==> src/rtl/fifo_pkg.sv <==
// Shared constants and width helpers for the parameterised FIFO.
// Anything that needs pointer or occupancy widths derives them here so every file agrees.
package fifo_pkg;

    localparam int DEF_WIDTH = 32;
    localparam int DEF_DEPTH = 4;

    typedef struct packed {
        logic empty;
        logic full;
        logic aempty;
        logic afull;
    } flags_t;

    function automatic int clog2(input int value);
        int r;
        r = 0;
        for (int v = value - 1; v > 0; v = v >> 1) r++;
        return r;
    endfunction

    // At least one pointer bit, even for degenerate depths.
    function automatic int ptr_w(input int depth);
        return (depth > 1) ? clog2(depth) : 1;
    endfunction

    function automatic int cnt_w(input int depth);
        return clog2(depth) + 1;
    endfunction

    function automatic flags_t decode_flags(input int cnt, input int depth,
                                            input int afull_lvl, input int aempty_lvl);
        flags_t f;
        f.empty  = (cnt == 0);
        f.full   = (cnt == depth);
        f.aempty = (cnt <= aempty_lvl);
        f.afull  = (cnt >= afull_lvl);
        return f;
    endfunction

endpackage

==> src/rtl/param_fifo_if.sv <==
// Handshake/data bundle between a FIFO producer-consumer and param_fifo.
// The master side drives requests and write data; the slave side is the FIFO.
interface param_fifo_if
    import fifo_pkg::*;
#(
    parameter int WIDTH = DEF_WIDTH,
    parameter int DEPTH = DEF_DEPTH
);
    localparam int CW = cnt_w(DEPTH);

    logic             clr;
    logic             write;
    logic [WIDTH-1:0] din;
    logic             read;
    logic [WIDTH-1:0] dout;
    logic             dvalid;
    logic             empty;
    logic             full;
    logic             aempty;
    logic             afull;
    logic [CW-1:0]    count;
    logic             ovf;
    logic             udf;

    modport master (
        output clr, write, din, read,
        input  dout, dvalid, empty, full, aempty, afull, count, ovf, udf
    );

    modport slave (
        input  clr, write, din, read,
        output dout, dvalid, empty, full, aempty, afull, count, ovf, udf
    );

endinterface

==> src/rtl/param_fifo_mem.sv <==
// Simple dual-port storage for param_fifo: one write port, one registered read port.
// No reset on the array or read register so it maps onto distributed or block RAM.
module param_fifo_mem
    import fifo_pkg::*;
#(
    parameter int WIDTH = DEF_WIDTH,
    parameter int DEPTH = DEF_DEPTH,
    parameter int AW    = ptr_w(DEPTH)
) (
    input  logic             clk,
    input  logic             we,
    input  logic [AW-1:0]    waddr,
    input  logic [WIDTH-1:0] wdata,
    input  logic             re,
    input  logic [AW-1:0]    raddr,
    output logic [WIDTH-1:0] rdata
);

    logic [WIDTH-1:0] mem [DEPTH];

    always_ff @(posedge clk) begin
        if (we) mem[waddr] <= wdata;
        if (re) rdata <= mem[raddr];
    end

endmodule

==> src/rtl/param_fifo.sv <==
// Synchronous FIFO controller: pointers, occupancy, registered status flags and sticky errors.
// Storage lives in param_fifo_mem; every output is taken from a register.
module param_fifo
    import fifo_pkg::*;
#(
    parameter int WIDTH      = DEF_WIDTH,
    parameter int DEPTH      = DEF_DEPTH,
    parameter int AFULL_LVL  = DEPTH - 1,
    parameter int AEMPTY_LVL = 1
) (
    input  logic       clk,
    input  logic       rst,
    param_fifo_if.slave bus
);

    localparam int PW = ptr_w(DEPTH);
    localparam int CW = cnt_w(DEPTH);

    localparam logic [PW-1:0] PTR_ONE = PW'(1);
    localparam logic [CW-1:0] CNT_ONE = CW'(1);

    logic [PW-1:0]    wr_ptr;
    logic [PW-1:0]    rd_ptr;
    logic [CW-1:0]    count_q;
    logic [CW-1:0]    count_nxt;
    flags_t           flags_q;
    flags_t           flags_nxt;
    logic             dvalid_q;
    logic             ovf_q;
    logic             udf_q;
    logic             has_data;
    logic             push;
    logic             pop;
    logic [WIDTH-1:0] rd_data;

    // Acceptance uses the registered flags, so a pop never frees room for a same-cycle push.
    assign push = bus.write && !flags_q.full  && !bus.clr;
    assign pop  = bus.read  && !flags_q.empty && !bus.clr;

    always_comb begin
        count_nxt = count_q;
        if (bus.clr)
            count_nxt = '0;
        else if (push && !pop)
            count_nxt = count_q + CNT_ONE;
        else if (pop && !push)
            count_nxt = count_q - CNT_ONE;
    end

    assign flags_nxt = decode_flags(int'(count_nxt), DEPTH, AFULL_LVL, AEMPTY_LVL);

    always_ff @(posedge clk or posedge rst) begin
        if (rst) begin
            wr_ptr   <= '0;
            rd_ptr   <= '0;
            count_q  <= '0;
            flags_q  <= '{empty: 1'b1, full: 1'b0, aempty: 1'b1, afull: 1'b0};
            dvalid_q <= 1'b0;
            ovf_q    <= 1'b0;
            udf_q    <= 1'b0;
            has_data <= 1'b0;
        end else begin
            count_q  <= count_nxt;
            flags_q  <= flags_nxt;
            dvalid_q <= pop;
            if (pop) has_data <= 1'b1;
            if (bus.clr) begin
                wr_ptr <= '0;
                rd_ptr <= '0;
                ovf_q  <= 1'b0;
                udf_q  <= 1'b0;
            end else begin
                if (push) wr_ptr <= wr_ptr + PTR_ONE;
                if (pop)  rd_ptr <= rd_ptr + PTR_ONE;
                if (bus.write && flags_q.full)  ovf_q <= 1'b1;
                if (bus.read  && flags_q.empty) udf_q <= 1'b1;
            end
        end
    end

    param_fifo_mem #(
        .WIDTH (WIDTH),
        .DEPTH (DEPTH),
        .AW    (PW)
    ) u_mem (
        .clk   (clk),
        .we    (push),
        .waddr (wr_ptr),
        .wdata (bus.din),
        .re    (pop),
        .raddr (rd_ptr),
        .rdata (rd_data)
    );

    // The RAM read register has no reset; mask it until the first pop after reset.
    assign bus.dout   = has_data ? rd_data : '0;
    assign bus.dvalid = dvalid_q;
    assign bus.empty  = flags_q.empty;
    assign bus.full   = flags_q.full;
    assign bus.aempty = flags_q.aempty;
    assign bus.afull  = flags_q.afull;
    assign bus.count  = count_q;
    assign bus.ovf    = ovf_q;
    assign bus.udf    = udf_q;

endmodule

==> src/flat_wrapper.sv <==
// flat-port wrapper written by rule: the top's interface ports become plain ports
module param_fifo_flat import fifo_pkg::*;
#(
    parameter int WIDTH      = DEF_WIDTH,
    parameter int DEPTH      = DEF_DEPTH,
    parameter int AFULL_LVL  = DEPTH - 1,
    parameter int AEMPTY_LVL = 1
)
  (clk, rst, bus_clr, bus_write, bus_din, bus_read, bus_dout, bus_dvalid, bus_empty, bus_full, bus_aempty, bus_afull, bus_count, bus_ovf, bus_udf);
  param_fifo_if #(.WIDTH(WIDTH), .DEPTH(DEPTH)) bus_i ();
  input  logic clk;
  input  logic rst;
  input wire logic [$bits(bus_i.clr)-1:0] bus_clr;
  input wire logic [$bits(bus_i.write)-1:0] bus_write;
  input wire logic [$bits(bus_i.din)-1:0] bus_din;
  input wire logic [$bits(bus_i.read)-1:0] bus_read;
  output wire logic [$bits(bus_i.dout)-1:0] bus_dout;
  output wire logic [$bits(bus_i.dvalid)-1:0] bus_dvalid;
  output wire logic [$bits(bus_i.empty)-1:0] bus_empty;
  output wire logic [$bits(bus_i.full)-1:0] bus_full;
  output wire logic [$bits(bus_i.aempty)-1:0] bus_aempty;
  output wire logic [$bits(bus_i.afull)-1:0] bus_afull;
  output wire logic [$bits(bus_i.count)-1:0] bus_count;
  output wire logic [$bits(bus_i.ovf)-1:0] bus_ovf;
  output wire logic [$bits(bus_i.udf)-1:0] bus_udf;
  assign bus_i.clr = bus_clr;
  assign bus_i.write = bus_write;
  assign bus_i.din = bus_din;
  assign bus_i.read = bus_read;
  assign bus_dout = bus_i.dout;
  assign bus_dvalid = bus_i.dvalid;
  assign bus_empty = bus_i.empty;
  assign bus_full = bus_i.full;
  assign bus_aempty = bus_i.aempty;
  assign bus_afull = bus_i.afull;
  assign bus_count = bus_i.count;
  assign bus_ovf = bus_i.ovf;
  assign bus_udf = bus_i.udf;
  param_fifo #(.WIDTH(WIDTH), .DEPTH(DEPTH), .AFULL_LVL(AFULL_LVL), .AEMPTY_LVL(AEMPTY_LVL)) u_core (.clk(clk), .rst(rst), .bus(bus_i));
endmodule
==> config.mk <==
export PLATFORM = sky130hd
export DESIGN_NAME = param_fifo_flat
export DESIGN_NICKNAME = d
export VERILOG_FILES = /design/src/rtl/fifo_pkg.sv /design/src/rtl/param_fifo_if.sv /design/src/rtl/param_fifo_mem.sv /design/src/rtl/param_fifo.sv /design/src/flat_wrapper.sv
export SDC_FILE = /design/constraint.sdc
export NUM_CORES = 1
export LEC_CHECK = 0
export CAP_MARGIN = 40
export CORE_MARGIN = 2
export CORE_UTILIZATION = 52
export CTS_BUF_LIST = sky130_fd_sc_hd__clkbuf_2
export DETAILED_ROUTE_END_ITERATION = 7
export GPL_TIMING_DRIVEN = 0
export PLACE_DENSITY = 0.75
export SYNTH_ARGS = -nofsm -noshare
export SYNTH_HDL_FRONTEND = slang
export SYNTH_HIERARCHICAL = 1
export SYNTH_SLANG_ARGS = --single-unit
==> constraint.sdc <==
create_clock -name clk -period 4.8 [get_ports clk]
set_input_delay 0.96 -clock clk [delete_from_list [all_inputs] [get_ports clk]]
set_output_delay 0.96 -clock clk [all_outputs]
set_load 0.02 [all_outputs]
==> summary.txt, run 1 <==
slowest stage delay, CP: 0.66 ns
CTS tree: yes
Starting Density: 52.98%
die area: 13670 um^2
critical path data arrival time: 2.47 ns
final hold vios: 0
Die Y: 116.9 um
DRT Wirelength: 11.40 mm
DR pass1 iterations: 4
vias in the first global route: 3258
Post-CTS Repair Setup Buffers: 0
Clk Latency, worst-skew pair: 0.71 ns
Crit Path Max Fanout: 10
number of synthesized flops with an enable pin: 160
initial antenna violation count: 1
critical path's slowest cell: clkdlybuf4s50_1
Synth Cell Area: 6631 um^2
routed len/inst: 19.16 um
FMAX: 291.6 MHz
Slew Limit Fails: 0
cts repair resizes: 0
Synthesized Nets: 343
Synth area leader: edfxtp_1
DRT antenna net count: 0
H-tree Lvls: 4
Final Setup Violations: 0
top cell type's share of synthesized area: 72.45%
#FFs+latches synth: 175
total gr overflow: 0
cells after synthesis: 304
boundary pin count: 79
Die Wd: 116.9 um
hold buffer count at CTS: 0
min cycle time layout: 3.430 ns
post-DR vias/cell: 5.286
Leakage: 2.639 nW
largest net degree at the start of global routing: 24
CP required: 3.84 ns
gp weighted congestion: 0.8056
fraction of registers with async set/reset: 8.571%
worst path cell trace: clkbuf_1 -> and2_1 -> clkdlybuf4s50_1
ys flop type: edfxtp_1
Worst Max-Slew Pin Slew: 0.5954 ns
clock tree buffer depth: 2
Global Route Usage Sum: 17.95%
CP Launch Type: flop
TritonCTS buffer count: 17
Yosys warnings: 6
CTS sink count: 175
Final HPWL DP: 7.451 mm
Final Skew: 0.01677 ns
Max-cap violations: 0
clk root buf: clkbuf_2
Worst Hold Class: reg2reg
Critical Path End Type: output port
Layout area overhead: 21.36%
Worst Setup Path Type: reg2out
RSZ-0062 raised after global routing: no
PwrDens: 376.8 nW/um^2
IO buf count: 78
CTS clk-pin slew, worst paths: 0.21 ns
# DRC: 0
DRT iter0 DRCs: 201
via count: 3145
NumNets Final: 448
Max-Slew Margin vs Limit: 60.27%
Final Power: 3.032 mW
Core ar.: 12520 um^2
sequential area share after synthesis: 78.15%
Placement Rows: 41
Syn Area/Cell: 21.81 um^2
Final period util: 71.45%
top post-synthesis cells by area: edfxtp_1 72%, mux4_2 10%, dfrtp_1 4.9%
outcome: finished clean
fin util: 64.29%
global-route wire length before repair: 17.33 mm
worst vdd ir: 0.1799 mV
share of layout cells above drive strength 1: 21.09%
Netlist cell types: 38
area by class of cell:
class                           count  area (um^2)
Timing Repair Buffer               86        920.9
Tap cell                          172        215.2
Antenna cell                        1        2.502
Multi-Input combinational cell    113         1345
Fill cell                         901         4469
Sequential cell                   175         5182
Clock inverter                     14        171.4
Buffer                             11        101.3
Clock buffer                       18        90.09
Inverter                            5        18.77
kinds of logic after synthesis:
| family | count (synthesis) | synth area share [%] |
|---|---|---|
| AOI/OAI and AO/OA | 9 | 1.226 |
| xor gates and xnor gates | 6 | 0.7924 |
| adders and majority gates | 2 | 0.3773 |
| buffers and inverters | 16 | 1.811 |
| DFF | 175 | 78.15 |
| muxes | 36 | 11.79 |
| and+or+nand+nor | 60 | 5.849 |
path summary, 6_finish.rpt:
path / start / to / slack (ns) / cells after the start
max in group asynchronous: rst / u_core/rd_ptr[0] / 3.83 / 2
worst max register to register: u_core/bus.full / u_core/u_mem/mem[3][19] / 2.87 / 4
worst min register to register: u_core/bus.ovf / u_core/bus.ovf / 0.53 / 2
min in group asynchronous: rst / u_core/has_data / 0.58 / 2
worst min-delay path: u_core/bus.ovf / u_core/bus.ovf / 0.53 / 2
worst max-delay path: u_core/has_data / bus_dout[31] / 1.37 / 3
through the flow:
stage	std cells	setup TNS, ns	worst slack [ns]	hold slack (ns)	cell area (um^2)
after floorplan	304	0	0.6026	0.5081	6631
final	595	0	1.371	0.5291	8048
after detailed placement	562	0	1.594	0.4833	7784
after CTS	594	0	1.277	0.5287	8045
after global routing	595	0	1.192	0.5646	8048
after global placement	554	-62.84	-1.960	0.4780	7627
synthesized netlist by cell type, types with 3 or more instances:
| library cell | n |
|---|---|
| edfxtp_1 | 160 |
| and2_1 | 32 |
| mux4_2 | 30 |
| dfrtp_1 | 13 |
| nor2_1 | 11 |
| inv_1 | 5 |
| clkbuf_1 | 4 |
| xnor2_1 | 4 |
| buf_12 | 3 |
| buf_2 | 3 |
flip-flops by register name (all words and copies together), names as in the netlist, 2 cells and up:
signal,count
u_core/bus.count,3
u_core/rd_ptr,2
u_core/u_mem/mem,128
u_core/u_mem/rdata,32
u_core/wr_ptr,2
report_power, final:
group | internal [mW] | switching [mW]
clock | 0.335 | 0.458
sequential | 1.75 | 0.0290
combinational | 0.241 | 0.220
total | 2.33 | 0.707
placed cells by master, fill, tap and decap left out, types with 3 or more instances in the layout:
cell / Yosys / routed
edfxtp_1: 160 / 160
nor2_1: 11 / 10
inv_1: 5 / 5
clkbuf_2: 0 / 18
mux4_2: 30 / 30
buf_12: 3 / 4
clkbuf_1: 4 / 4
clkinv_1: 0 / 6
buf_6: 1 / 3
and2_1: 32 / 32
dfrtp_1: 13 / 13
clkdlybuf4s50_1: 0 / 78
xnor2_1: 4 / 4
bufinv_16: 0 / 4
buf_16: 0 / 3
buf_2: 3 / 3
metal layers:
layer,GRT usage (%),up-vias,wire (um)
li1,-,1420,-
met4,8.627,0,221
met1,21.99,1614,4593
met3,4.531,15,538
met2,30.21,96,6048
met5,0,-,0
worst max-delay path, delay by kind of cell (launching register included):
| kind | cells | cell delay, ns |
|---|---|---|
| buf+inv | 2 | 1.11 |
| simple gates | 1 | 0.21 |
| flops | 1 | 0.45 |
(Power assumes the default switching activity.)
==> run 2: changes to the inputs <==
PLACE_DENSITY = 0.78   (was 0.75)
clock period = 3 ns   (was 4.8 ns; I/O delays follow)
==> summary.txt, run 2 (same netlist as run 1, synthesis figures left out) <==
outcome: finished clean
post-DR vias/cell: 5.245
DRT Wirelength: 11.18 mm
CP required: 2.40 ns
Max-cap violations: 0
Clk Latency, worst-skew pair: 0.67 ns
max reg flops: 128
setup TNS: 0 ns
global-route wire length before repair: 17.27 mm
CP Launch Type: flop
share of layout cells above drive strength 1: 22.86%
Worst Setup Path Type: reg2out
most frequent cells in the layout: 160 x edfxtp_1, 78 x clkdlybuf4s50_1, 32 x and2_1
PwrDens: 606.8 nW/um^2
placed insts: 560
clock tree buffer depth: 2
hold buffer count at CTS: 0
Worst Hold Class: in2async
# DRC: 0
hold_ws: 0.2365 ns
Final period util: 93.94%
final non-filler cell total: 593
via count: 3110
worst vdd ir: 0.3027 mV
boundary pin count: 79
RSZ-0062 raised after global routing: no
Final Power: 4.884 mW
Max-Slew Margin vs Limit: 55.23%
DR pass1 iterations: 4
Placement Rows: 41
Crit Path Max Fanout: 10
Die Y: 116.9 um
flop2flop setup slack: 1.00 ns
pre-CTS setup slack: 0.05747 ns
Final HPWL DP: 7.293 mm
most common cell after layout, fill and taps aside: edfxtp_1
Final Skew: 0.02844 ns
Global Route Usage Sum: 17.73%
largest net degree at the start of global routing: 25
CTS clk-pin slew, worst paths: 0.23 ns
Critical Path End Type: output port
total gr overflow: 0
Core ar.: 12520 um^2
DRT antenna net count: 0
fin util: 64.30%
DRT iter0 DRCs: 177
vias in the first global route: 3197
min cycle time layout: 2.818 ns
final hold vios: 0
FMAX: 354.8 MHz
CTS tree: yes
critical path data arrival time: 2.22 ns
clk root buf: clkbuf_2
die area: 13670 um^2
Slew Limit Fails: 0
Final Setup Violations: 0
Die Wd: 116.9 um
initial antenna violation count: 1
CTS sink count: 175
TritonCTS buffer count: 17
post-route cell area: 8049 um^2
final worst setup slack: 0.1819 ns
IO buf count: 78
routed len/inst: 18.85 um
Worst Max-Slew Pin Slew: 0.6709 ns
H-tree Lvls: 4
NumNets Final: 446
Leakage: 2.657 nW
Placed Area: 7775 um^2
Starting Density: 52.98%
gp weighted congestion: 0.8035
Layout area overhead: 21.38%
Biggest register: u_core/u_mem/mem
-- run 2: cell count changes in the layout (fill, tap and decap cells not counted), moves of 2 or more --
cell / delta
buf_4: -2
buf_6: -2
buf_8: +2
clkbuf_1: -3
clkbuf_2: +5
clkinv_1: -6
clkinvlp_4: -2
inv_2: +2
inv_4: +2
-- run 2: critical path, stage by stage, from the launching register on --
cell,delay (ns)
dfrtp_1,0.47
clkbuf_2,0.25
and2_1,0.20
clkdlybuf4s50_1,0.61
-- run 2: layout make-up --
cell class | count | area (um^2)
repair buffers | 84 | 905.9
multi-input cells | 113 | 1351
inverters | 5 | 18.77
diodes | 1 | 2.502
fillers | 892 | 4468
flip-flops and latches | 175 | 5182
clock buffers | 21 | 105.1
clock inverters | 11 | 162.7
well taps | 172 | 215.2
plain buffers | 11 | 105.1
-- run 2: where the power goes --
part	total (mW)	internal, mW	switching (mW)	leakage (nW)
clock	1.31	0.562	0.745	0.174
sequential	2.85	2.80	0.0483	1.65
combinational	0.729	0.384	0.345	0.838
total	4.88	3.75	1.14	2.66
-- run 2: per-layer routing --
metal,vias to the layer above,global-route usage (%),share of wire [%]
met5,-,0,0
met4,0,5.804,0.80
met3,10,4.995,5.1
met2,88,29.98,53
met1,1592,22.48,41
li1,1420,-,-
-- run 2: path summary, 6_finish.rpt --
path / start / to / depth (start not counted)
max: u_core/has_data / bus_dout[26] / 3
min: rst / u_core/bus.dvalid / 2
max reg2reg: u_core/bus.full / u_core/u_mem/mem[0][19] / 4
min reg2reg: u_core/bus.udf / u_core/bus.udf / 2
max in group asynchronous: rst / u_core/bus.aempty / 2
min in group clk: bus_din[22] / u_core/u_mem/mem[3][22] / 1
-- run 2: what timing repair did --
action	in CTS	in global routing
resized for setup	3	1
endpoints found under the setup margin	30	2
endpoints found under the hold margin	0	0
buffers inserted	0	0
gates cloned	0	0
==> run 3: changes to the inputs <==
PLACE_DENSITY = 0.86   (was 0.78)
==> summary.txt, run 3 (same netlist as run 1, synthesis figures left out) <==
Seq. cell area: 5182 um^2
PwrDens: 600.5 nW/um^2
post-route cell area: 8068 um^2
worst r2r src: u_core/bus.full
flop2flop setup slack: 0.81 ns
most frequent cells in the layout: 160 x edfxtp_1, 76 x clkdlybuf4s50_1, 32 x and2_1
NumNets Final: 446
DR pass1 iterations: 4
largest net degree at the start of global routing: 24
DRT antenna net count: 0
die area: 13670 um^2
CTS tree: yes
DRT Wirelength: 10.95 mm
Internal: 3.667 mW
Global Route Usage Sum: 17.15%
fin util: 64.45%
reg2reg path depth: 5
crit path from: u_core/has_data
via count: 3072
outcome: finished clean
Die Wd: 116.9 um
clk root buf: clkbuf_2
routed len/inst: 18.50 um
share of layout cells above drive strength 1: 22.62%
RSZ-0062 raised after global routing: no
Comb pwr share: 15.2%
CTS clk-pin slew, worst paths: 0.23 ns
multi-input logic area: 1351 um^2
register share of total power: 58.8%
# DRC: 0
Biggest register: u_core/u_mem/mem
Core ar.: 12520 um^2
Sw Pwr: 1.178 mW
Clock Power Share: 26.0%
Worst Setup Path Type: reg2out
Placement Rows: 41
CP required: 2.40 ns
Max-Slew Margin vs Limit: 49.15%
total gr overflow: 0
min cycle time layout: 2.792 ns
clock tree buffer depth: 2
Critical Path End Type: output port
Die Y: 116.9 um
Final Setup Violations: 0
Slew Limit Fails: 0
initial antenna violation count: 0
reg2reg end: u_core/u_mem/mem[0][10]
CTS sink count: 175
hold buffer count at CTS: 0
Worst Max-Slew Pin Slew: 0.7609 ns
Final HPWL DP: 7.382 mm
boundary pin count: 79
worst setup path end: bus_dout[4]
Layout area overhead: 21.66%
DRT iter0 DRCs: 174
Starting Density: 52.98%
Final Skew: 0.02379 ns
CP Launch Type: flop
Max-cap violations: 0
global-route wire length before repair: 16.76 mm
diode count: 0
Crit Path Max Fanout: 10
worst vdd ir: 0.3240 mV
H-tree Lvls: 4
vias in the first global route: 3139
Final period util: 93.07%
FMAX: 358.2 MHz
switch share: 24.32%
critical path data arrival time: 2.19 ns
TritonCTS buffer count: 17
post-DR vias/cell: 5.189
gp weighted congestion: 0.8009
Leakage: 2.670 nW
final hold vios: 0
Clk Latency, worst-skew pair: 0.67 ns
max reg flops: 128
final non-filler cell total: 592
IO buf count: 78
Filler cells: 903
most common cell after layout, fill and taps aside: edfxtp_1
placed insts: 560
Worst Hold Class: in2async
Placed Area: 7795 um^2
run 3: worst max-delay path, stage by stage (launching register included):
cell and delay, ns:
dfrtp_1 0.47, buf_2 0.24, and2_1 0.19, clkdlybuf4s50_1 0.62
run 3: power groups by stage:
stage / clock network, mW / logic, mW / registers (mW)
finish: 1.26 / 0.735 / 2.85
floorplan: 0 / 0.421 / 2.92
CTS: 1.30 / 0.747 / 2.85
global route: 1.41 / 0.788 / 2.86
detailed placement: 0 / 0.744 / 2.90
global placement: 0 / 0.695 / 2.90
run 3: per-stage QoR:
stage               hold slack (ns)  setup slack [ns]  total power [mW]  setup TNS, ns
floorplan                    0.5000            0.3113             3.343              0
global placement             0.4805            -1.421             3.596        -127.33
detailed placement           0.4856           -0.1556             3.647         -2.159
CTS                          0.2010           0.08875             4.896              0
global route                 0.1709          0.001938             5.054              0
finish                       0.2536            0.2080             4.845              0
run 3: layer usage:
metal / GRT usage, % / wire length (um) / up-vias
met4: 4.471 / 45 / 0
met1: 22.93 / 4730 / 1555
li1: - / - / 1420
met2: 27.86 / 5650 / 93
met3: 5.458 / 527 / 4
met5: 0 / 0 / -
run 3: timing repair:
action	4_1_cts	5_1_grt
buffers inserted	0	0
setup endpoints to repair	29	8
gates resized for setup	3	4
run 3: how the worst min path moves through the flow:
stage / startpoint / endpoint / slack (ns) / cells after the start
after floorplan: rst / u_core/bus.afull / 0.50 / 1
after global placement: u_core/bus.ovf / u_core/bus.ovf / 0.48 / 2
after detailed placement: u_core/bus.ovf / u_core/bus.ovf / 0.49 / 2
after CTS: rst / u_core/bus.dvalid / 0.20 / 2
after global routing: rst / u_core/has_data / 0.17 / 2
final: rst / u_core/has_data / 0.25 / 2
run 3: cell type report:
type	instances	share of cell area (%)
clock buffer	17	1.055
clock inverter	15	2.218
multi-input combinational	113	16.75
buffer	11	1.303
inverter	5	0.2326
timing repair buffer	84	11.54
tap	172	2.667
sequential	175	64.24
